### src/rtl/ppt_reg_bank.sv
// ---------------------------------------------------------------------------
// ppt_reg_bank
//   Byte-addressed register bank between the I2C slave and the PPT controller.
//   It holds RW configuration registers that take their reset defaults from
//   RESET_VALUES. It has a read-only status window: a read of RO_BASE
//   snapshots every status slice, so multi-byte status reads stay coherent.
//   It also has a write-1-to-clear sticky event register and a masked,
//   registered interrupt.
//
// Ports
//   clk, rstn      system clock (rising edge), async active-low reset
//   address        register address from the I2C side
//   data_in        write data
//   write_enable   one-cycle write strobe
//   read_enable    one-cycle read strobe
//   data_out       registered read data, holds between reads
//   data_valid     one-cycle pulse, data_out valid
//   wr_error       one-cycle pulse, a write targeted the read-only window
//   status_in      live status slices from the PPT core
//   event_in       per-bit set pulses for the sticky register
//   cfg            flattened register image towards the PPT core
//   irq            registered |(sticky & mask)
// ---------------------------------------------------------------------------
module ppt_reg_bank #(
    parameter int ADDR_W      = 4,
    parameter int DATA_W      = 8,
    parameter int RO_BASE     = 8,
    parameter int RO_COUNT    = 2,
    parameter int STICKY_ADDR = 10,
    parameter int MASK_ADDR   = 11,
    parameter logic [(2**ADDR_W)*DATA_W-1:0] RESET_VALUES =
        128'h0000_0000_0000_0000_0000_1000_0100_8009
) (
    input  logic                          clk,
    input  logic                          rstn,
    input  logic [ADDR_W-1:0]             address,
    input  logic [DATA_W-1:0]             data_in,
    input  logic                          write_enable,
    input  logic                          read_enable,
    output logic [DATA_W-1:0]             data_out,
    output logic                          data_valid,
    output logic                          wr_error,
    input  logic [RO_COUNT*DATA_W-1:0]    status_in,
    input  logic [DATA_W-1:0]             event_in,
    output logic [(2**ADDR_W)*DATA_W-1:0] cfg,
    output logic                          irq
);

    localparam int DEPTH = 2**ADDR_W;

    // Illegal parameter combinations stop elaboration.
    if (RO_COUNT < 1) begin : g_err_ro_count
        $error("ppt_reg_bank: RO_COUNT must be at least 1");
    end
    if (RO_BASE + RO_COUNT > DEPTH) begin : g_err_ro_range
        $error("ppt_reg_bank: read-only window extends past DEPTH");
    end
    if (STICKY_ADDR >= DEPTH || MASK_ADDR >= DEPTH) begin : g_err_addr_range
        $error("ppt_reg_bank: STICKY_ADDR/MASK_ADDR out of range");
    end
    if (STICKY_ADDR >= RO_BASE && STICKY_ADDR < RO_BASE + RO_COUNT) begin : g_err_sticky
        $error("ppt_reg_bank: STICKY_ADDR inside read-only window");
    end
    if (MASK_ADDR >= RO_BASE && MASK_ADDR < RO_BASE + RO_COUNT) begin : g_err_mask
        $error("ppt_reg_bank: MASK_ADDR inside read-only window");
    end

    function automatic logic in_ro(input int a);
        return (a >= RO_BASE) && (a < RO_BASE + RO_COUNT);
    endfunction

    // Read-only slots keep a constant zero in regs; their value comes from
    // status_in or the snapshot instead.
    logic [DATA_W-1:0]          regs [DEPTH];
    logic [RO_COUNT*DATA_W-1:0] shadow;
    logic                       addr_ro;
    logic [ADDR_W-1:0]          ro_idx;

    assign addr_ro = in_ro(int'(address));
    assign ro_idx  = address - ADDR_W'(RO_BASE);

    always_ff @(posedge clk or negedge rstn) begin
        if (!rstn) begin
            for (int i = 0; i < DEPTH; i++) begin
                if (i == STICKY_ADDR || in_ro(i))
                    regs[i] <= '0;
                else
                    regs[i] <= RESET_VALUES[i*DATA_W +: DATA_W];
            end
        end else begin
            for (int i = 0; i < DEPTH; i++) begin
                if (i == STICKY_ADDR) begin
                    // New events are ORed in after the clear, so a set wins
                    // over a clear on the same bit.
                    if (write_enable && address == ADDR_W'(i))
                        regs[i] <= (regs[i] & ~data_in) | event_in;
                    else
                        regs[i] <= regs[i] | event_in;
                end else if (!in_ro(i) && write_enable && address == ADDR_W'(i)) begin
                    regs[i] <= data_in;
                end
            end
        end
    end

    always_ff @(posedge clk or negedge rstn) begin
        if (!rstn) begin
            data_out   <= '0;
            data_valid <= 1'b0;
            wr_error   <= 1'b0;
            irq        <= 1'b0;
            shadow     <= '0;
        end else begin
            data_valid <= read_enable;
            wr_error   <= write_enable && addr_ro;
            irq        <= |(regs[STICKY_ADDR] & regs[MASK_ADDR]);
            if (read_enable) begin
                if (addr_ro) begin
                    // A read of the first status byte freezes all slices, so
                    // later bytes match the one just returned.
                    if (ro_idx == '0) begin
                        data_out <= status_in[DATA_W-1:0];
                        shadow   <= status_in;
                    end else begin
                        data_out <= shadow[int'(ro_idx)*DATA_W +: DATA_W];
                    end
                end else begin
                    data_out <= regs[address];
                end
            end
        end
    end

    for (genvar g = 0; g < DEPTH; g++) begin : g_cfg
        if (g >= RO_BASE && g < RO_BASE + RO_COUNT) begin : g_ro
            assign cfg[g*DATA_W +: DATA_W] = status_in[(g-RO_BASE)*DATA_W +: DATA_W];
        end else begin : g_rw
            assign cfg[g*DATA_W +: DATA_W] = regs[g];
        end
    end

endmodule

### config.mk
export PLATFORM = sky130hd
export DESIGN_NAME = ppt_reg_bank
export DESIGN_NICKNAME = d
export VERILOG_FILES = /design/src/rtl/ppt_reg_bank.sv
export SDC_FILE = /design/constraint.sdc
export NUM_CORES = 1
export LEC_CHECK = 0
export BUFFER_PORTS_ARGS = -buffer_cell sky130_fd_sc_hd__buf_2
export CORE_UTILIZATION = 47
export DETAILED_ROUTE_END_ITERATION = 16
export PLACE_DENSITY = 0.79
export RECOVER_POWER = 50
export REMOVE_ABC_BUFFERS = 1
export SLEW_MARGIN = 20
export SYNTH_ARGS = -nofsm -noshare
export SYNTH_HDL_FRONTEND = slang
export SYNTH_SLANG_ARGS = --single-unit
### constraint.sdc
create_clock -name clk -period 1.6 [get_ports clk]
set_clock_uncertainty 0.05 [all_clocks]
set_input_delay 0.08 -clock clk [delete_from_list [all_inputs] [get_ports clk]]
set_output_delay 0.08 -clock clk [all_outputs]
set_load 0.01 [all_outputs]
; Yosys cells after proc, flatten, opt, wreduce, memory -nomap -nowiden
; Index checks and enable logic that the tools add are counted.
[word_totals]
register_bits = 139
latch_bits = 0
mem_bits_rw = 0
rom_bits = 0
in_bits = 40
word_cells = 69
mem_count = 0
[op_classes]
add_sub_neg = 1
n_mul = 0
div_mod_pow = 0
magnitude_cmp = 3
eq_ne = 13
n_shift = 1
n_mux = 6
bitwise = 6
reduce_logical = 20
[op_table]
columns = cell, count
row1 = two-way mux 8 bit, 5
row2 = binary-select mux 8 bit (select 4 bit), 1
row3 = "== test 4 bit, second input constant", 6
row4 = AND 8 bit, 2
row5 = "== test 4 x 3 -> 1 bit, second input constant", 4
row6 = logical AND 1 bit, 16
row7 = OR 8 bit, 2
row8 = indexed part select 16 x 8 -> 8 bit, 1
row9 = "== test 4 x 2 -> 1 bit, second input constant", 2
row10 = logical NOT 4 bit, 2
row11 = inverter 8 bit, 1
row12 = OR reduction 8 bit, 1
row13 = ">= comparator 5 bit, second input constant", 1
row14 = inverter 4 -> 5 bit, 1
row15 = "== test 4 x 1 -> 1 bit, second input constant", 1
row16 = ">= comparator 4 bit, second input constant", 1
row17 = "less-than comparator 4 bit, second input constant", 1
row18 = "subtractor 4 bit, second input constant", 1
row19 = AND reduction 3 bit, 1

; Longest topological paths before layout
; Gate-level depths: netlist (run 1).
[logic_depth]
word_depth = 5
ltp_mapped = 6
mapped_depth_nobuf = 4

; Least setup slack after synthesis (run 1)
; OpenSTA, ideal clock, no wires.
[synth_timing]
kind = register to register
from = register regs (netlist bit cfg[118])
to = register data_out[6]
t_arrival_ns = 1.407
slack_ns = 0.001
path_stages_with_launch = 5
cell_sequence = dfrtp_1 -> mux4_2 -> and2_1 -> a2111oi_2 -> a311oi_1
[synth_between]
elab_chain_cells = 4
[synth_rtl]
columns = element, line_no
row1 = start: declaration, 74  ; logic [DATA_W-1:0] regs [DEPTH];
row2 = start signal: indexed assignment, 88  ; regs[i] <= RESET_VALUES[i*DATA_W +: DATA_W];
row3 = start signal: indexed assignment, 96  ; regs[i] <= (regs[i] & ~data_in) | event_in;
row4 = start signal: indexed assignment, 98  ; regs[i] <= regs[i] | event_in;
row5 = binary-select mux 8 bit (select 4 bit), 128  ; data_out <= regs[address];
row6 = two-way mux 8 bit (implied by the code) (2 in series), 128
row7 = two-way mux 8 bit, 118  ; if (addr_ro) begin
row8 = end signal: assignment, 122  ; data_out <= status_in[DATA_W-1:0];
row9 = end signal: assignment, 125  ; data_out <= shadow[int'(ro_idx)*DATA_W +: DATA_W];
row10 = end signal: assignment, 128
row11 = end: declaration, 40  ; output logic [DATA_W-1:0] data_out,
; No other way between the ends. The select of a mux whose other input is x is not followed.
; A chain may end at the register's enable or synchronous reset.

; Worst setup path after layout (run 1)
[layout_timing]
from = register regs (netlist bit cfg[1])
to = register data_out[1]
; The elaborated chain is that of the path after synthesis.

==> summary.txt, run 1 <==
Setup path
  – Slowest stage delay, CP: about 0.40 ns
  – Kind of critical path: flip-flop to flip-flop
  – Reg2reg path depth: 4
  – R2r setup slk: 0.04 ns
  – Arrival time of the worst setup path: 1.81 ns
  – Slowest CP cell: dfrtp_1
  – Worst endpoint required time: 1.85 ns
  – Reg2reg start: cfg[1]
  – Reg2reg end: data_out[1]
  – Setup crit end kind: flip-flop
  – Setup crit start kind: flip-flop
  – Crit-path max FO: 3
  – CP Cell Sequence: mux2_4 > o32a_1 > a32o_2 > a41o_1

Synth
  – Syn Std Cell Area: about 0.0063 mm^2
  – Ys Warns: 16
  – Sequential element share of the synthesized area: between 50% and 60%
  – Post-synthesis register bit count: 131
  – Post-synth cell types: 41
  – Avg Cell Area, Syn: 14.69 um^2
  – Gate Count Post-Synth: 426

Timing
  – Least-Margin Pin Slew: between 0.9 and 1 ns
  – Final Hold Viols: 0
  – Final period util: 97.57%
  – Final worst slack: 0.03881 ns
  – Final setup fails: 0
  – Max-slew violations: 0
  – Fin Setup TNS: 0 ns
  – Smallest hold slack: 0.03873 ns
  – Post-layout min period: 1.561 ns
  – Slew HR: 35.20%
  – RSZ-0062 raised after global routing: yes
  – Highest clock rate: 640.5 MHz

Drt
  – Initial DRC count: 340
  – Vias/cell: 5.707
  – Vias: about 4700
  – Number of routed nets with antenna violations: 0
  – Drt first pass iters: 4
  – Drt drc: 0
  – Wire per inst: 22.03 um
  – Routed WL: 18330 um

Placed design
  – PortBufs: 178
  – Final HPWL DP: between 10000 and 15000 um
  – Placer congestion estimate: 0.9207
  – Pre-CTS setup slack: -0.07933 ns

Global routing
  – Global Route Usage Sum: 27.45%
  – Antenna violations before repair: 0
  – Number of global-route vias before repair: 4965
  – First-pass GRT wire length: 28470 um
  – Largest net degree at the start of global routing: 51
  – Remaining global-route overflow: 0

Power
  – Worst vdd ir: 0.8326 mV
  – P per Cell Area: 1335 mW/mm^2
  – LEAKAGE: 3.664 nW
  – Final Total Pwr: 10.94 mW

CTS
  – CTS tree: built
  – Cts bufs inserted: 17
  – Clock root buffer: clkbuf_16
  – Longest Clk Path Bufs: 2
  – Clk pin slew, worst setup/hold paths: roughly 0.05 ns
  – CTS sink cnt: 131
  – CTS H-tree lvls: 4
  – Clk Latency, worst-skew pair: 0.41 ns

Status
  – Status: finished, final reports clean

Cells and area
  – Nets@finish: approximately 690
  – Share of post-route cells with drive strength above 1: ~53%
  – Antenna Cells: 0
  – Layout area overhead: 30.85%

Floorplanning
  – DIE AREA: ~0.014 mm^2
  – Die W: 117.4 um
  – Initial Util: 48.80%
  – Die Span Y: 117.4 um
  – Io pins: approximately 180
  – Core area: 0.01282 mm^2
  – Num rows: 41

Hold path
  – Hold Path Depth: 3
  – Worst min-delay path class: input port to flip-flop
  – HP Start: data_in[2]
  – WHS Endpoint: cfg[82]

Job
  – Max-cap viol count: 0
[cells in the mapped netlist]
| library cell | n | area (um^2) |
|---|---|---|
| mux2_2 | 128 | 1441 |
| dfrtp_1 | 126 | 3153 |
| buf_4 | 20 | 150.1 |
| nand2_1 | 19 | 71.32 |
| mux2i_1 | 11 | 110.1 |
| mux4_1 | 11 | 289.0 |
| mux4_2 | 11 | 247.7 |
| buf_2 | 10 | 50.05 |
| clkbuf_1 | 10 | 37.54 |
| a21o_1 | 8 | 60.06 |
| nor2_2 | 7 | 43.79 |
| a31oi_1 | 6 | 37.54 |
| nand3_1 | 6 | 30.03 |
| o21ai_0 | 6 | 30.03 |
| o221ai_1 | 6 | 52.55 |
| dfstp_2 | 5 | 131.4 |
| a22oi_1 | 4 | 30.03 |
| nand2b_1 | 3 | 18.77 |
| nand3b_1 | 3 | 22.52 |
| and2_1 | 2 | 12.51 |
| nand3_2 | 2 | 20.02 |
| nor2_1 | 2 | 7.510 |
| nor3_4 | 2 | 32.53 |
| a2111oi_2 | 1 | 15.01 |
| a211oi_1 | 1 | 7.510 |
| a21oi_1 | 1 | 5.000 |
| a311oi_1 | 1 | 8.760 |
| a32o_1 | 1 | 10.01 |
| a41o_1 | 1 | 10.01 |
| buf_12 | 1 | 20.02 |
| buf_6 | 1 | 11.26 |
| clkinv_1 | 1 | 3.750 |
| inv_1 | 1 | 3.750 |
| nand4_1 | 1 | 6.260 |
| nand4_2 | 1 | 12.51 |
| nor2_4 | 1 | 11.26 |
| nor2b_1 | 1 | 6.260 |
| nor3b_2 | 1 | 12.51 |
| nor3b_4 | 1 | 18.77 |
| o22ai_1 | 1 | 6.260 |
| o32a_1 | 1 | 10.01 |
[layout by cell type (no fill, tap or decap), drive strengths merged, types with 4 or more instances in the layout]
| cell | count |
|---|---|
| mux2 | 128 |
| dfrtp | 126 |
| dfstp | 5 |
| nand2 | 19 |
| o221ai | 6 |
| clkinv | 4 |
| clkbuf | 92 |
| mux4 | 22 |
| dlygate4sd3 | 19 |
| nand3 | 8 |
| a31oi | 6 |
| buf | 160 |
| nor2 | 10 |
| o21ai | 6 |
| mux2i | 11 |
| a21o | 8 |
| a22oi | 4 |
[worst max-delay path: cells and delay by family (launching register included)]
family | cells | cell delay [ns]
AO/OA/AOI/OAI | 3 | 0.73
flip-flops | 1 | 0.40
multiplexers | 1 | 0.28
[report_power, final]
group	internal, mW	total, mW	switching (mW)
sequential	4.04	4.68	0.632
clock	2.25	3.58	1.33
combinational	1.41	2.68	1.26
total	7.71	10.9	3.23
[cell families after synthesis]
kind of cell	count (synthesis)	share of synthesized area (%)
muxes	161	33.37
DFF	131	52.48
and+or+nand+nor	52	5.218
AOI/OAI and AO/OA	38	4.518
buffers and inverters	44	4.418
[worst max path at each step]
stage | start | end | depth (start not counted)
2_1_floorplan | cfg[118] | data_out[6] | 4
3_3_place_gp | address[1] | data_out[4] | 6
3_5_place_dp | address[1] | data_out[4] | 6
4_1_cts | cfg[52] | data_out[4] | 4
5_1_grt | cfg[1] | data_out[1] | 4
6_report | cfg[1] | data_out[1] | 4
[state kept, by name, summed over array words and instances (netlist names)]
| name | cells |
|---|---|
| data_out | 8 |
| cfg | 112 |
| irq | 1 |
| shadow | 8 |
| wr_error | 1 |
| data_valid | 1 |
[routing by layer]
metal | part of all wire (%) | up-vias | GRT usage, %
met4 | 1.9 | 0 | 8.036
met3 | 6.4 | 29 | 6.907
met1 | 41 | 2446 | 34.95
met5 | 0 | - | 0
met2 | 51 | 248 | 46.19
li1 | - | 2025 | -
[layout make-up]
| cell class | instances | area [um^2] |
|---|---|---|
| clock buffers | 27 | 493.0 |
| clock inverters | 5 | 52.55 |
| fillers | 998 | 4636 |
| inverters | 2 | 7.507 |
| multi-input cells | 251 | 2694 |
| flip-flops and latches | 131 | 3284 |
| well taps | 172 | 215.2 |
| repair buffers | 244 | 1443 |
[through the flow]
step | util (%) | std cells | area (um^2)
finish | 63.85 | 832 | 8189
global route | 63.85 | 832 | 8189
CTS | 64.56 | 831 | 8279
detailed placement | 58.82 | 780 | 7543
global placement | 58.82 | 780 | 7543
floorplan | - | 384 | 5989
[timing repair]
item | 4_1_cts | 5_1_grt
pin swaps | 2 | 1
endpoints found under the hold margin | 54 | 0
hold buffers | 19 | 0
resized for setup | 0 | 6
setup endpoints to repair | 1 | 5
cloned | 0 | 0
buffers inserted | 0 | 1
No activity file was read; power rests on OpenSTA's default activity.
==> inputs of run 2 (changes only) <==
--- a/config.mk
+++ b/config.mk
@@ -6,9 +6,10 @@
 export NUM_CORES = 1
 export LEC_CHECK = 0
 export BUFFER_PORTS_ARGS = -buffer_cell sky130_fd_sc_hd__buf_2
-export CORE_UTILIZATION = 47
+export CORE_ASPECT_RATIO = 1.4
+export CORE_UTILIZATION = 39
 export DETAILED_ROUTE_END_ITERATION = 16
-export PLACE_DENSITY = 0.79
+export PLACE_DENSITY = 0.68
 export RECOVER_POWER = 50
 export REMOVE_ABC_BUFFERS = 1
 export SLEW_MARGIN = 20
==> run 2 against run 1 <==
Count of clock-buffer cells in the layout decreased by 10. Via count decreased by 0.70%. Sequential power shrank 0.9%. Wire length rose by 2.9%. Total power grew 6.9%. Non-clock buffer count is 9 higher. Critical path depth fell by 1. Global-route usage shrank 3.7 points. First-iteration DRC count decreased by 45%. Sequential share of layout area shrank 1.0 points. Cell area increased by 2.7%.
==> summary.txt, run 2 (synthesis results as in run 1) <==
Power
  – Worst vdd ir: 0.6743 mV (-19%)
  – LEAKAGE: 3.750 nW (+2.4%)
  – P per Cell Area: 1390 mW/mm^2 (+4.1%)

Setup path
  – CP Depth: 3 (-1)
  – CP Cell Sequence: mux4_2 > a2111oi_2 > a311oi_1
  – Buffers & Inverters on Critical Path: 0 (unchanged)
  – Worst endpoint required time: 1.83 ns (-0.02 ns)
  – Setup crit end kind: flip-flop
  – Slowest CP cell: mux4_2
  – Crit path max-delay family: multiplexers
  – R2r setup slk: 0.03 ns (about the same)
  – Arrival time of the worst setup path: 1.81 ns (about the same)
  – Crit-path max FO: 3 (unchanged)
  – Reg2reg path depth: 3 (-1)
  – Slowest stage delay, CP: 0.49 ns (+0.09 ns)
  – Kind of critical path: flip-flop to flip-flop
  – Setup crit start kind: flip-flop

Floorplanning
  – Die Span Y: 151.9 um (+29%)
  – Core area: 0.01561 mm^2 (+22%)
  – Num rows: 54 (+32%)
  – DIE AREA: 0.01656 mm^2 (+20%)
  – Die W: 109.1 um (-7.1%)
  – Initial Util: 40.10% (-8.7 points)
  – Io pins: 179 (unchanged)

Timing
  – Post-layout min period: 1.573 ns (+0.01225 ns)
  – Final period util: 98.34% (+0.77 points)
  – RSZ-0062 raised after global routing: yes
  – Least-Margin Pin Slew: 0.5966 ns (-0.3754 ns)
  – Highest clock rate: 635.6 MHz (-0.78%)
  – Max-slew violations: 0 (unchanged)
  – Slew HR: 60.23% (+25 points)
  – Final Hold Viols: 0 (unchanged)
  – Final setup fails: 0 (unchanged)
  – Smallest hold slack: 0.01879 ns (-0.01994 ns)
  – Fin Setup TNS: 0 ns (unchanged)

CTS
  – CTS sink cnt: 131 (unchanged)
  – Longest Clk Path Bufs: 2 (unchanged)
  – Clock root buffer: clkbuf_16
  – Clk Latency, worst-skew pair: 0.41 ns (about the same)
  – CTS H-tree lvls: 4 (unchanged)
  – Cts bufs inserted: 17 (unchanged)
  – CTS tree: built
  – Clk pin slew, worst setup/hold paths: 0.06 ns (about the same)

Global routing
  – Global Route Usage Sum: 23.71% (-3.7 points)
  – Antenna violations before repair: 0 (unchanged)
  – Number of global-route vias before repair: 5185 (+4.4%)
  – First-pass GRT wire length: 29280 um (+2.8%)
  – Largest net degree at the start of global routing: 47 (-7.8%)
  – Remaining global-route overflow: 0 (unchanged)

Cells and area
  – Layout area overhead: 34.35%
  – Antenna Cells: 0 (unchanged)
  – Most frequent cells in the layout: mux2_2 (128), dfrtp_1 (126), buf_2 (115), clkbuf_1 (64), buf_4 (43)
  – Fill count: 1327 (+33%)
  – Leading cell type in the layout, fill and taps excluded: mux2_2
  – Nets@finish: 696 (+1.3%)
  – Max reg flops: 112 (unchanged)
  – Final Cell Area: 0.008408 mm^2 (+2.7%)
  – Finished Layout Cells: 865 (+4.0%)
  – Share of post-route cells with drive strength above 1: 54.41% (+1.2 points)

Status
  – Status: finished, final reports clean

Job
  – Max-cap viol count: 0 (unchanged)

Placed design
  – Placer congestion estimate: 0.8390 (-8.9%)
  – Placed Area: 0.007642 mm^2 (+1.3%)
  – Post-placement cell count: 811 (+4.0%)
  – Final HPWL DP: 13820 um (+6.1%)
  – PortBufs: 178 (unchanged)

Drt
  – Initial DRC count: 188 (-45%)
  – Wire per inst: 21.80 um (-1.0%)
  – Number of routed nets with antenna violations: 0 (unchanged)
  – Vias: 4715 (-0.70%)
  – Vias/cell: 5.451 (-4.5%)
  – Routed WL: 18860 um (+2.9%)
  – Drt first pass iters: 4 (unchanged)
  – Drt drc: 0 (unchanged)

Hold path
  – Hold Path Depth: 3 (unchanged)
  – Worst min-delay path class: input port to flip-flop
[run 2: cell count changes in the layout (fill, tap and decap cells not counted), moves of 2 or more]
cell        delta
buf_4          +5
bufinv_16      +4
clkbuf_1       -7
clkbuf_8       -3
clkinv_2       -2
clkinv_4       +3
clkinvlp_4     +2
inv_6          +3
[run 2: final timing paths]
path                            start           to
setup / recovery              cfg[22]  data_out[6]
hold / removal             data_in[6]      cfg[86]
setup reg to reg              cfg[22]  data_out[6]
hold reg to reg            shadow[10]   shadow[10]
max in group asynchronous        rstn      cfg[24]
min in group asynchronous        rstn    shadow[9]
[run 2: where the power goes]
group	internal, mW	switching, mW
Sequential	4.04	0.599
Clock	2.78	1.53
Combinational	1.43	1.30
Total	8.26	3.43
[run 2: area by class of cell]
class,count,area (um^2),area share [%]
flip-flops and latches,131,3284,39.06
multi-input cells,251,2698,32.08
repair buffers,253,1518,18.05
clock buffers,17,425.4,5.060
well taps,196,245.2,2.917
clock inverters,15,230.2,2.738
inverters,2,7.507,0.08929
[run 2: metrics by stage]
step	util [%]	total power, mW	setup slack, ns
after CTS	54.43	11.82	0.02663
final	53.87	11.69	0.02656
after global placement	48.97	7.331	-0.06108
after detailed placement	48.97	7.433	-0.08927
after global routing	53.87	12.18	-0.02794
after floorplan	-	5.912	0.009150
[run 2: worst register-to-register path: cells and delay by family (launching register included)]
family / cells / cell delay [ns]
multiplexers: 1 / 0.49
AO/OA/AOI/OAI: 2 / 0.48
flip-flops: 1 / 0.42
[run 2: metal layers]
layer / routed length [um] / global-route usage [%] / vias to the layer above
met5: 0 / 0 / -
met4: 739 / 11.65 / 0
met3: 1012 / 4.633 / 50
met2: 10050 / 41.69 / 195
met1: 7060 / 26.80 / 2418
li1: - / - / 2052
[run 2: repair_timing]
item	4_1_cts	5_1_grt
endpoints found under the hold margin	146	0
hold buffers	19	0
gates resized for setup	0	3
setup endpoints to repair	2	10
pin swaps	1	0
setup buffers	1	2
